## src/rtl/instr_fetch.sv

```systemverilog
// instr_fetch: program counter, single-outstanding instruction memory reads,
// and a small FIFO that feeds the decoder over valid/ready. A one-cycle
// redirect flushes the FIFO and restarts fetch at a new word address.
// Optional feature macro: IFETCH_PC_OUT_EN stores the PC with every word and
// exposes it on instr_pc.
module instr_fetch #(
  parameter logic [31:0] RESET_PC = 32'h0000_0000,
  parameter int unsigned DEPTH    = 4
) (
  input  logic        clk,
  input  logic        rst,
  output logic        mem_req,
  output logic [31:0] mem_addr,
  input  logic        mem_ack,
  input  logic [31:0] mem_rdata,
  input  logic        redirect,
  input  logic [31:0] redirect_pc,
  output logic        instr_valid,
  input  logic        instr_ready,
  output logic [31:0] instruction
`ifdef IFETCH_PC_OUT_EN
  ,
  output logic [31:0] instr_pc
`endif
);

  localparam int unsigned PW = $clog2(DEPTH);
  localparam int unsigned CW = PW + 1;
  localparam logic [CW-1:0] FULL = CW'(DEPTH);
  localparam logic [31:0] RESET_PC_W = RESET_PC & ~32'h3;

  typedef enum logic [1:0] {
    S_IDLE,
    S_WAIT,
    S_FLUSH
  } state_t;

  state_t        r_state;
  state_t        w_state_next;
  logic [31:0]   r_pc;
  logic [31:0]   r_kill_addr;
  logic [CW-1:0] r_count;
  logic [CW-1:0] w_count_next;
  logic [PW-1:0] r_rd_ptr;
  logic [PW-1:0] r_wr_ptr;
  logic [31:0]   r_word_mem [DEPTH];
  logic          w_push;
  logic          w_pop;
  logic [31:0]   w_redirect_target;

  assign w_redirect_target = redirect_pc & ~32'h3;

  // Request outputs come from registered state only, so they never glitch
  // with mem_ack or redirect.
  assign mem_req  = (r_state == S_WAIT) || (r_state == S_FLUSH);
  assign mem_addr = (r_state == S_FLUSH) ? r_kill_addr : r_pc;

  assign instr_valid = (r_count != '0);
  assign instruction = r_word_mem[r_rd_ptr];

  // A redirect kills both the returning word and any decoder pop this cycle.
  assign w_push = (r_state == S_WAIT) && mem_ack && !redirect;
  assign w_pop  = instr_valid && instr_ready && !redirect;

  // Occupancy after this edge; flush overrides push/pop.
  always_comb begin
    // NOTE: default first so every path assigns the signal and no latch is inferred.
    w_count_next = r_count;
    if (redirect) begin
      w_count_next = '0;
    end else if (w_push && !w_pop) begin
      w_count_next = r_count + CW'(1);
    end else if (!w_push && w_pop) begin
      w_count_next = r_count - CW'(1);
    end
  end

  // Next-state logic. Issue decisions look at post-edge occupancy so a pop
  // from a full FIFO re-issues the request in the very next cycle.
  always_comb begin
    w_state_next = r_state;
    case (r_state)
      S_IDLE: begin
        if (w_count_next < FULL) w_state_next = S_WAIT;
      end
      S_WAIT: begin
        if (redirect) begin
          // Unacked request is still in flight: wait it out in FLUSH.
          w_state_next = mem_ack ? S_WAIT : S_FLUSH;
        end else if (mem_ack) begin
          w_state_next = (w_count_next < FULL) ? S_WAIT : S_IDLE;
        end
      end
      S_FLUSH: begin
        // A further redirect only retargets pc; the killed read stays pending.
        if (!redirect && mem_ack) w_state_next = S_WAIT;
      end
      default: w_state_next = S_IDLE;
    endcase
  end

  // State register.
  always_ff @(posedge clk or posedge rst) begin
    // NOTE: non-blocking assignments so every flop samples pre-edge values.
    if (rst) r_state <= S_IDLE;
    else     r_state <= w_state_next;
  end

  // Program counter and the address of a killed in-flight request.
  always_ff @(posedge clk or posedge rst) begin
    if (rst) begin
      r_pc        <= RESET_PC_W;
      r_kill_addr <= RESET_PC_W;
    end else begin
      if (r_state == S_WAIT && redirect && !mem_ack) r_kill_addr <= r_pc;
      if (redirect)    r_pc <= w_redirect_target;
      else if (w_push) r_pc <= r_pc + 32'd4;
    end
  end

  // FIFO pointers, occupancy and word storage.
  always_ff @(posedge clk or posedge rst) begin
    if (rst) begin
      r_count  <= '0;
      r_rd_ptr <= '0;
      r_wr_ptr <= '0;
      // NOTE: storage is reset so instruction reads 0 out of reset; drop this
      // loop if a defined head word is not needed, to let tools use RAM.
      for (int i = 0; i < int'(DEPTH); i++) r_word_mem[i] <= '0;
    end else begin
      r_count <= w_count_next;
      if (redirect) begin
        r_rd_ptr <= '0;
        r_wr_ptr <= '0;
      end else begin
        if (w_push) begin
          r_word_mem[r_wr_ptr] <= mem_rdata;
          r_wr_ptr             <= r_wr_ptr + PW'(1);
        end
        if (w_pop) r_rd_ptr <= r_rd_ptr + PW'(1);
      end
    end
  end

`ifdef IFETCH_PC_OUT_EN
  logic [31:0] r_pc_mem [DEPTH];

  assign instr_pc = r_pc_mem[r_rd_ptr];

  // PC side of each FIFO entry, written alongside the word.
  always_ff @(posedge clk or posedge rst) begin
    if (rst) begin
      for (int i = 0; i < int'(DEPTH); i++) r_pc_mem[i] <= '0;
    end else if (w_push) begin
      r_pc_mem[r_wr_ptr] <= r_pc;
    end
  end
`endif

endmodule
```

## config.mk

```make
export PLATFORM = sky130hd
export DESIGN_NAME = instr_fetch
export DESIGN_NICKNAME = d
export VERILOG_FILES = /design/src/rtl/instr_fetch.sv
export SDC_FILE = /design/constraint.sdc
export NUM_CORES = 1
export LEC_CHECK = 0
export CORE_ASPECT_RATIO = 1.25
export CORE_MARGIN = 2
export CORE_UTILIZATION = 58
export CTS_CLUSTER_DIAMETER = 120
export DETAILED_ROUTE_END_ITERATION = 6
export GPL_TIMING_DRIVEN = 0
export PLACE_DENSITY_LB_ADDON = 0.08
export SETUP_SLACK_MARGIN = 0.1
export SLEW_MARGIN = 20
export SYNTH_ARGS = -nofsm -noshare
export SYNTH_HDL_FRONTEND = slang
export SYNTH_SLANG_ARGS = --single-unit
export TNS_END_PERCENT = 5
```

## constraint.sdc

```tcl
create_clock -name clk -period 15.2 [get_ports clk]
set_clock_uncertainty 0.2 [all_clocks]
set_input_delay 4.56 -clock clk [delete_from_list [all_inputs] [get_ports clk]]
set_output_delay 4.56 -clock clk [all_outputs]
set_load 0.05 [all_outputs]
```

======== After elaboration in Yosys (flattened, before gate mapping) ========
Cells that the tools add are included.
storage, ports and cells
  flip-flop bits (word level) ............. 201
  input port bits ......................... 69
  output and inout port bits .............. 66
  word-level logic and storage cells ...... 71
operators by class
  add/sub/neg operators ................... 5
  $lt $le $gt $ge ......................... 4
  equal/unequal tests ..................... 5
  multiplexer cells ....................... 23
  bitwise logic cells ..................... 3
  reductions and logical operators ........ 21
operator list
  cell                                                       count
  two-way mux 32 bit                                         6
  bitwise mux 128 bit                                        1
  binary-select mux 32 bit (select 2 bit)                    1
  demux 32 bit (select 2 bit)                                1
  adder 32 x 3 -> 32 bit (second input constant)             1
  two-way mux 2 bit                                          9
  logical AND 1 bit                                          10
  two-way mux 3 bit                                          3
  greater-or-equal comparator 3 bit (second input constant)  2
  inverter 2 -> 3 bit                                        2
  case mux 2 bit (3 select lines)                            1
  adder 2 x 1 -> 2 bit (second input constant)               2
  logical NOT 1 bit                                          4
  nonzero test 2 bit                                         2
  adder 3 x 1 -> 3 bit (second input constant)               1
  < comparator 3 x 1 -> 1 bit (second input constant)        1
  < comparator 3 bit (second input constant)                 1
  != test 3 bit (second input constant)                      1
  AND reduction 3 bit                                        1
  nonzero test 3 bit                                         1
  subtractor 3 x 1 -> 3 bit (second input constant)          1
  equality test 2 x 1 -> 1 bit (second input constant)       1
  equality test 2 bit (second input constant)                1
  logical NOT 2 bit                                          1
  6 further kinds                                            6

======== Longest topological paths before layout ========
Gate-level depths: netlist of run 1.
  depth in word-level cells ............... 13
  mapped depth ............................ 9

======== Worst setup path before layout of run 1 ========
OpenSTA, ideal clock, no wires.
  path type ............................... register -> output
  from .................................... register r_rd_ptr[0]
  to ...................................... output instruction[10]
  arrival time ............................ 1640 ps
  path slack .............................. 8800 ps
  stages on the path, launching flop included .. 4
  cell sequence ........................... dfrtp_1 > clkbuf_1 > buf_2 > mux4_2
on the way
  cells in the longest elaborated chain, start to end .. 4
ends and longest elaborated chain
  item                                                   RTL line  RTL
  start, declared                                        44        logic [PW-1:0] r_rd_ptr;
  start signal, assigned                                 140       if (w_pop) r_rd_ptr <= r_rd_ptr + PW'(1);
  inverter 2 -> 3 bit (implied by the code)              59        assign instruction = r_word_mem[r_rd_ptr];
  binary-select mux 32 bit (select 2 bit)                59
  two-way mux 32 bit (implied by the code) (2 in a row)  59
  end, declared                                          20        output logic [31:0] instruction
Every way passes these cells. The select of a mux whose other input is x is not followed.

======== Worst setup path in the final report of run 1 ========
  from .................................... register r_state[0]
  to ...................................... output mem_addr[4]
on the way
  cells in the longest elaborated chain, start to end .. 2
ends and longest elaborated chain
  item                    RTL line  RTL
  start, declared         38        state_t r_state;
  start signal, assigned  106       else r_state <= w_state_next;
  equality test 2 bit     56        assign mem_addr = (r_state == S_FLUSH) ? r_kill_addr : r_pc;
  two-way mux 32 bit      56
  end, declared           13        output logic [31:0] mem_addr,
Every way passes these cells.

==> flow_metrics.tcl, run 1 <==
set metrics [dict create \
    path_class "reg -> out" \
    multiInputGateArea_sq_um 4210 \
    synth_top_family_by_area "multiplexers" \
    critPathLaunchType "register" \
    dpl.hpwl_um 14400 \
    syn2layout_area_growth_pct 23.5 \
    synth.largest_area_cell "dfrtp_1" \
    cp.required_ps 10440 \
    place_area_sq_um 11000 \
    synthCells 680 \
    cpMaxStageDelayCell "clkdlybuf4s50_1" \
    post-route-drc-count 0 \
    cts-root-buf "clkbuf_16" \
    critical-path-top-delay-family "buffers and inverters" \
    synth.top_cells.by_area "dfrtp_1 (53%), mux2_2 (23%), mux4_2 (7.7%)" \
    avgSynthCellArea_sq_um 13.8 \
    synthTopCellsByCount "dfrtp_1 (197), mux2_2 (189), nand2_1 (45)" \
    die_h_um 146 \
    synthAdderAreaFrac 0.0160 \
    leakagePower_nw 5.06 \
    vias 6085 \
    numCtsBuffers 17 \
    gp_congestion 0.857 \
    core_area_sq_um 16000 \
    die_w_um 118 \
    hold_viol 0 \
    crit_path_end_kind "output port" \
    crit_chain "inv_1 -> ha_1 -> buf_1 -> mux2_2 -> clkdlybuf4s50_1" \
    rows 52 \
    post-synth-top-count-cell "dfrtp_1" \
    syn_area_sq_um 9380 \
    htreeDepth 4 \
    worst_slew_pin_slew_ps 770 \
    antenna_found_initial 0 \
    drive_gt1_frac 0.343 \
    synth.distinct_cells 47 \
    synth-edff-count 0 \
    portBuffers 128 \
    grt_pass1_wl_um 33700 \
    slowest_delay_ps 710 \
    finalSetupViolations 0 \
    post-cts-setup-buffer-count 0 \
    ir_worst_vdd_uv 93.6 \
    initial_core_util 0.586 \
    wl_per_cell_um 19.2 \
    synthXorXnorAreaFrac 0.0317 \
    maxCapViolations 0 \
    synth_compound_area_frac 0.0267 \
    grt_usage 0.249 \
    finalCriticalPeriod_ps 7700 \
    max_freq_mhz 130 \
    drv_slew 0 \
    cellPowerDensity_nw_per_um2 189 \
    cts_tree "built" \
    io_pins 135 \
    nFillCells 1132 \
    min_path_type "reg -> reg" \
    arrival_ps 2940 \
    clk_latency_ps 430 \
    async_reset_ff_frac 1.00 \
    cts_hold_buf 0 \
    synth-simple-area-share 0.0651 \
    grt_setup_unrepaired "no" \
    grt_max_degree 101 \
    finalSetupTns_ps 0 \
    muxShareOfSynthArea 0.308 \
    ys.flop_type "dfrtp_1" \
    final_area_sq_um 11600 \
    wirelength_um 20300 \
    yosys_warnings 0 \
    diodes 0 \
    ys_ff_latch 197 \
    timing.final.crit_share 0.507 \
    netlist.area_leader.share 0.525 \
    post_cts_resized 0 \
    ant_nets 0 \
    layout.nets 910 \
    register_area_sq_um 4930 \
    cts.path.max_buffers 2 \
    dr.pass1.iters 5 \
    clk_pin_slew_ps 60 \
    yosysSeqAreaShare 0.525 \
    grt_pass1_vias 6682 \
    grt_overflow 0 \
    outcome "finished clean" \
    clkSinkCount 197 \
    crit_path_max_fanout 10 \
    crit_buf_inv 3 \
    drt-vias-per-instance 5.75 \
    relSlewSlack 0.487 \
    drtIter0Drc 260 \
    die_area_sq_um 17200 \
]
## metal layers
metal / global-route usage / up-vias / wire length [um] / share of wire
li1: - / 2756 / - / -
met1: 0.294 / 3159 / 8030 / 0.40
met2: 0.446 / 138 / 11000 / 0.54
met3: 0.0590 / 32 / 846 / 0.042
met4: 0.0825 / 0 / 380 / 0.019
met5: 0 / - / 0 / 0
## state kept, by name (all words and copies together) (netlist names)
| register | cells |
|---|---|
| r_state | 2 |
| r_wr_ptr | 2 |
| r_kill_addr | 30 |
| r_count | 3 |
| r_rd_ptr | 2 |
| r_pc | 30 |
| r_word_mem | 128 |
## cells by family after synthesis
| kind of cell | after synthesis |
|---|---|
| muxes | 225 |
| DFF | 197 |
| and+or+nand+nor | 114 |
| buffers and inverters | 54 |
| AOI/OAI and AO/OA | 43 |
| xor gates and xnor gates | 34 |
| adders and majority gates | 12 |
| other | 1 |
## power breakdown
part / switching [W] / internal (W)
registers: 0.0000922 / 0.000691
logic: 0.000516 / 0.000419
clock network: 0.000194 / 0.000273
total: 0.000802 / 0.00138
## through the flow
step	power (W)	hold WS [ps]	util	std cells	worst slack, ps
2_1_floorplan	0.00146	274	-	681	5070
3_3_place_gp	0.00169	280	0.683	1025	3000
3_5_place_dp	0.00173	289	0.686	1026	7970
4_1_cts	0.00220	305	0.724	1058	7490
5_1_grt	0.00228	317	0.724	1058	7370
6_report	0.00219	303	0.724	1058	7500
## final cells by class
| cell class | count | share of cell area |
|---|---|---|
| Timing Repair Buffer | 129 | 0.113 |
| Sequential cell | 197 | 0.425 |
| Tap cell | 216 | 0.0233 |
| Inverter | 11 | 0.00421 |
| Clock inverter | 11 | 0.0127 |
| Clock buffer | 21 | 0.0406 |
| Buffer | 43 | 0.0179 |
| Multi-Input combinational cell | 430 | 0.363 |
## cell usage in the layout, fill, tap and decap left out, types with 2 or more instances in the layout
cell             Yosys  layout
inv_1               11      10
and3_1               6       6
mux2_2             189     189
clkinv_2             0       3
ha_1                12      12
xor2_1              20      20
inv_6                0       2
nand4b_1             2       2
bufinv_16            0       3
and4_1               8       8
nand2_1             45      45
o21ai_1             16      16
buf_1                3       3
a21oi_1              2       2
mux2i_1              3       3
conb_1               1       2
and2_1               2       2
mux4_2              32      32
nor4_1               3       3
a211oi_1             3       3
clkbuf_1            14      15
o22ai_1              2       2
buf_4                3       3
nor2_1              11      11
dfrtp_1            197     197
clkinv_4             0       2
clkbuf_16            0      17
o21ai_0             14      14
nand4_1             12      12
nand3_1             11      11
nand2b_1             2       2
buf_2               21      21
nor2_2               3       3
xnor2_1             14      14
clkbuf_8             0       3
clkdlybuf4s50_1      0     128
## worst paths after layout
kind,from,to,slack (ps),cells after the start
setup / recovery,r_state[0],mem_addr[4],7500,5
hold / removal,r_word_mem[41],r_word_mem[41],300,1
setup reg to reg,r_state[1],r_pc[29],12740,8
hold reg to reg,r_word_mem[41],r_word_mem[41],300,1
max in group asynchronous,rst,r_word_mem[40],9400,3
min in group asynchronous,rst,r_word_mem[91],4430,2
Note: power is estimated with default switching activity, not from simulation.
==> run 2: changes to the inputs <==
--- a/config.mk
+++ b/config.mk
@@ -7,7 +7,7 @@
 export LEC_CHECK = 0
 export CORE_ASPECT_RATIO = 1.25
 export CORE_MARGIN = 2
-export CORE_UTILIZATION = 58
+export CORE_UTILIZATION = 55
 export CTS_CLUSTER_DIAMETER = 120
 export DETAILED_ROUTE_END_ITERATION = 6
 export GPL_TIMING_DRIVEN = 0
==> constraint.sdc (replaced) <==
create_clock -name clk -period 8 [get_ports clk]
set_clock_uncertainty 0.2 [all_clocks]
set_input_delay 2.4 -clock clk [delete_from_list [all_inputs] [get_ports clk]]
set_output_delay 2.4 -clock clk [all_outputs]
set_load 0.05 [all_outputs]
==> run 2 against run 1 <==
- sequential power increased by 90%
- die area increased by 5.3%
- register-to-register slack got worse by 7300 ps
- global-route usage decreased by 0.58 points
- flip-flop and latch count unchanged
- critical endpoint is now mem_addr[11]
==> flow_metrics.tcl, run 2 (synthesized netlist as in run 1, its figures left out) <==
set metrics [dict create \
    drtIter0Drc 315 \
    hold_viol 0 \
    crit_path_end_kind "output port" \
    core_area_sq_um 16800 \
    post-route-drc-count 0 \
    die_h_um 150 \
    leakagePower_nw 5.07 \
    timing.final.crit_share 0.692 \
    r2r_cells 8 \
    grt_overflow 0 \
    hp-start "r_word_mem[15]" \
    drv_slew 0 \
    cts_tree "built" \
    diodes 0 \
    maxCapViolations 0 \
    finalSetupViolations 0 \
    grt_setup_unrepaired "no" \
    numCtsBuffers 17 \
    regMostFlops "r_word_mem" \
    post-cts-setup-buffer-count 0 \
    wl_per_cell_um 19.5 \
    post_cts_resized 0 \
    min_path_type "reg -> reg" \
    grt_max_degree 35 \
    critPathLaunchType "register" \
    relSlewSlack 0.496 \
    ant_nets 0 \
    syn2layout_area_growth_pct 24.3 \
    hold_end "r_word_mem[15]" \
    wirelength_um 20800 \
    initial_core_util 0.559 \
    finalSetupTns_ps 0 \
    p_sw_w 0.00153 \
    antenna_found_initial 0 \
    cellPowerDensity_nw_per_um2 350 \
    cp.required_ps 5400 \
    clk_latency_ps 430 \
    dp_cells 1036 \
    cts-root-buf "clkbuf_16" \
    io_pins 135 \
    worst_slew_pin_slew_ps 757 \
    cts.path.max_buffers 2 \
    layout_common_cells "dfrtp_1 (197), mux2_2 (189), clkdlybuf4s50_1 (128), nand2_1 (45), mux4_2 (32)" \
    portBuffers 128 \
    p_comb_frac 0.437 \
    finalCriticalPeriod_ps 5530 \
    arrival_ps 2930 \
    cts_hold_buf 0 \
    final_common_cell "dfrtp_1" \
    clkSinkCount 197 \
    clk_pin_slew_ps 70 \
    dr.pass1.iters 4 \
    p_int_w 0.00255 \
    grt_usage 0.243 \
    grtUsageMet2 0.439 \
    die_area_sq_um 18100 \
    pwr-share-clk 0.198 \
    grt_pass1_vias 6669 \
    vias 6033 \
    worstHoldPathCells 1 \
    reg2reg_to "r_pc[29]" \
    gp_congestion 0.826 \
    die_w_um 121 \
    htreeDepth 4 \
    path_class "reg -> out" \
    r2r_slack_ps 5490 \
    rr_startpoint "r_state[1]" \
    drive_gt1_frac 0.346 \
    crit_path_max_fanout 10 \
    largest_register_ffs 128 \
    seqPwrFrac 0.365 \
    drt-vias-per-instance 5.65 \
    top_usage_layer "met2" \
    grt_use_met3 0.0454 \
    reg.largest.list "r_word_mem x128, r_kill_addr x30, r_pc x30" \
    ir_worst_vdd_uv 165 \
    layout.nets 916 \
    rows 53 \
    switching_share 0.374 \
    nFillCells 1204 \
    grt_pass1_wl_um 34200 \
    dpl.hpwl_um 15000 \
    outcome "finished clean" \
    stdcell_count 1067 \
    grtUsageMet1 0.301 \
    max_freq_mhz 181 \
]
==> run 2: area by class of cell <==
type	count	area (sq um)	area share
sequential	197	4930	0.423
multi-input combinational	430	4210	0.361
timing repair buffer	135	1440	0.124
clock buffer	20	447	0.0383
tap	220	275	0.0236
buffer	43	208	0.0178
clock inverter	11	103	0.00880
inverter	11	45.0	0.00386
==> run 2: worst max-delay path by stage <==
stage / startpoint / to / slack [ps] / cells after the start
after floorplan: rst / r_count[0] / 2850 / 1
after global placement: rst / r_word_mem[102] / 1520 / 2
after detailed placement: r_rd_ptr[0] / instruction[11] / 2890 / 4
after CTS: r_state[0] / mem_addr[11] / 2420 / 5
after global routing: r_rd_ptr[0] / instruction[22] / 2330 / 4
final: r_state[0] / mem_addr[11] / 2470 / 5
==> run 2: metrics by stage <==
stage | hold slack (ps) | power (W) | utilization | worst slack (ps) | area [sq um]
finish | 302 | 0.00408 | 0.695 | 2470 | 11700
global route | 310 | 0.00428 | 0.695 | 2330 | 11700
detailed placement | 288 | 0.00330 | 0.662 | 2890 | 11100
global placement | 281 | 0.00322 | 0.652 | 1520 | 10900
CTS | 303 | 0.00411 | 0.695 | 2420 | 11700
floorplan | 274 | 0.00277 | - | 2850 | 9390
==> run 2: power by group through the flow <==
stage / Sequential [W] / Clock (W) / Combinational (W)
after CTS: 0.00149 / 0.000820 / 0.00181
after floorplan: 0.00144 / 0 / 0.00133
after detailed placement: 0.00150 / 0 / 0.00180
final: 0.00149 / 0.000808 / 0.00178
after global routing: 0.00152 / 0.000867 / 0.00189
after global placement: 0.00147 / 0 / 0.00175
==> run 2: routing by layer <==
layer,part of all wire,vias to the layer above
met1,0.41,3087
met3,0.038,17
met2,0.54,157
met4,0.0091,0
li1,-,2772
met5,0,-
==> run 2: worst max-delay path: stages, from the launching register on <==
cell	delay (ps)
dfrtp_1	410
inv_1	100
ha_1	300
buf_1	560
mux2_2	430
clkdlybuf4s50_1	710
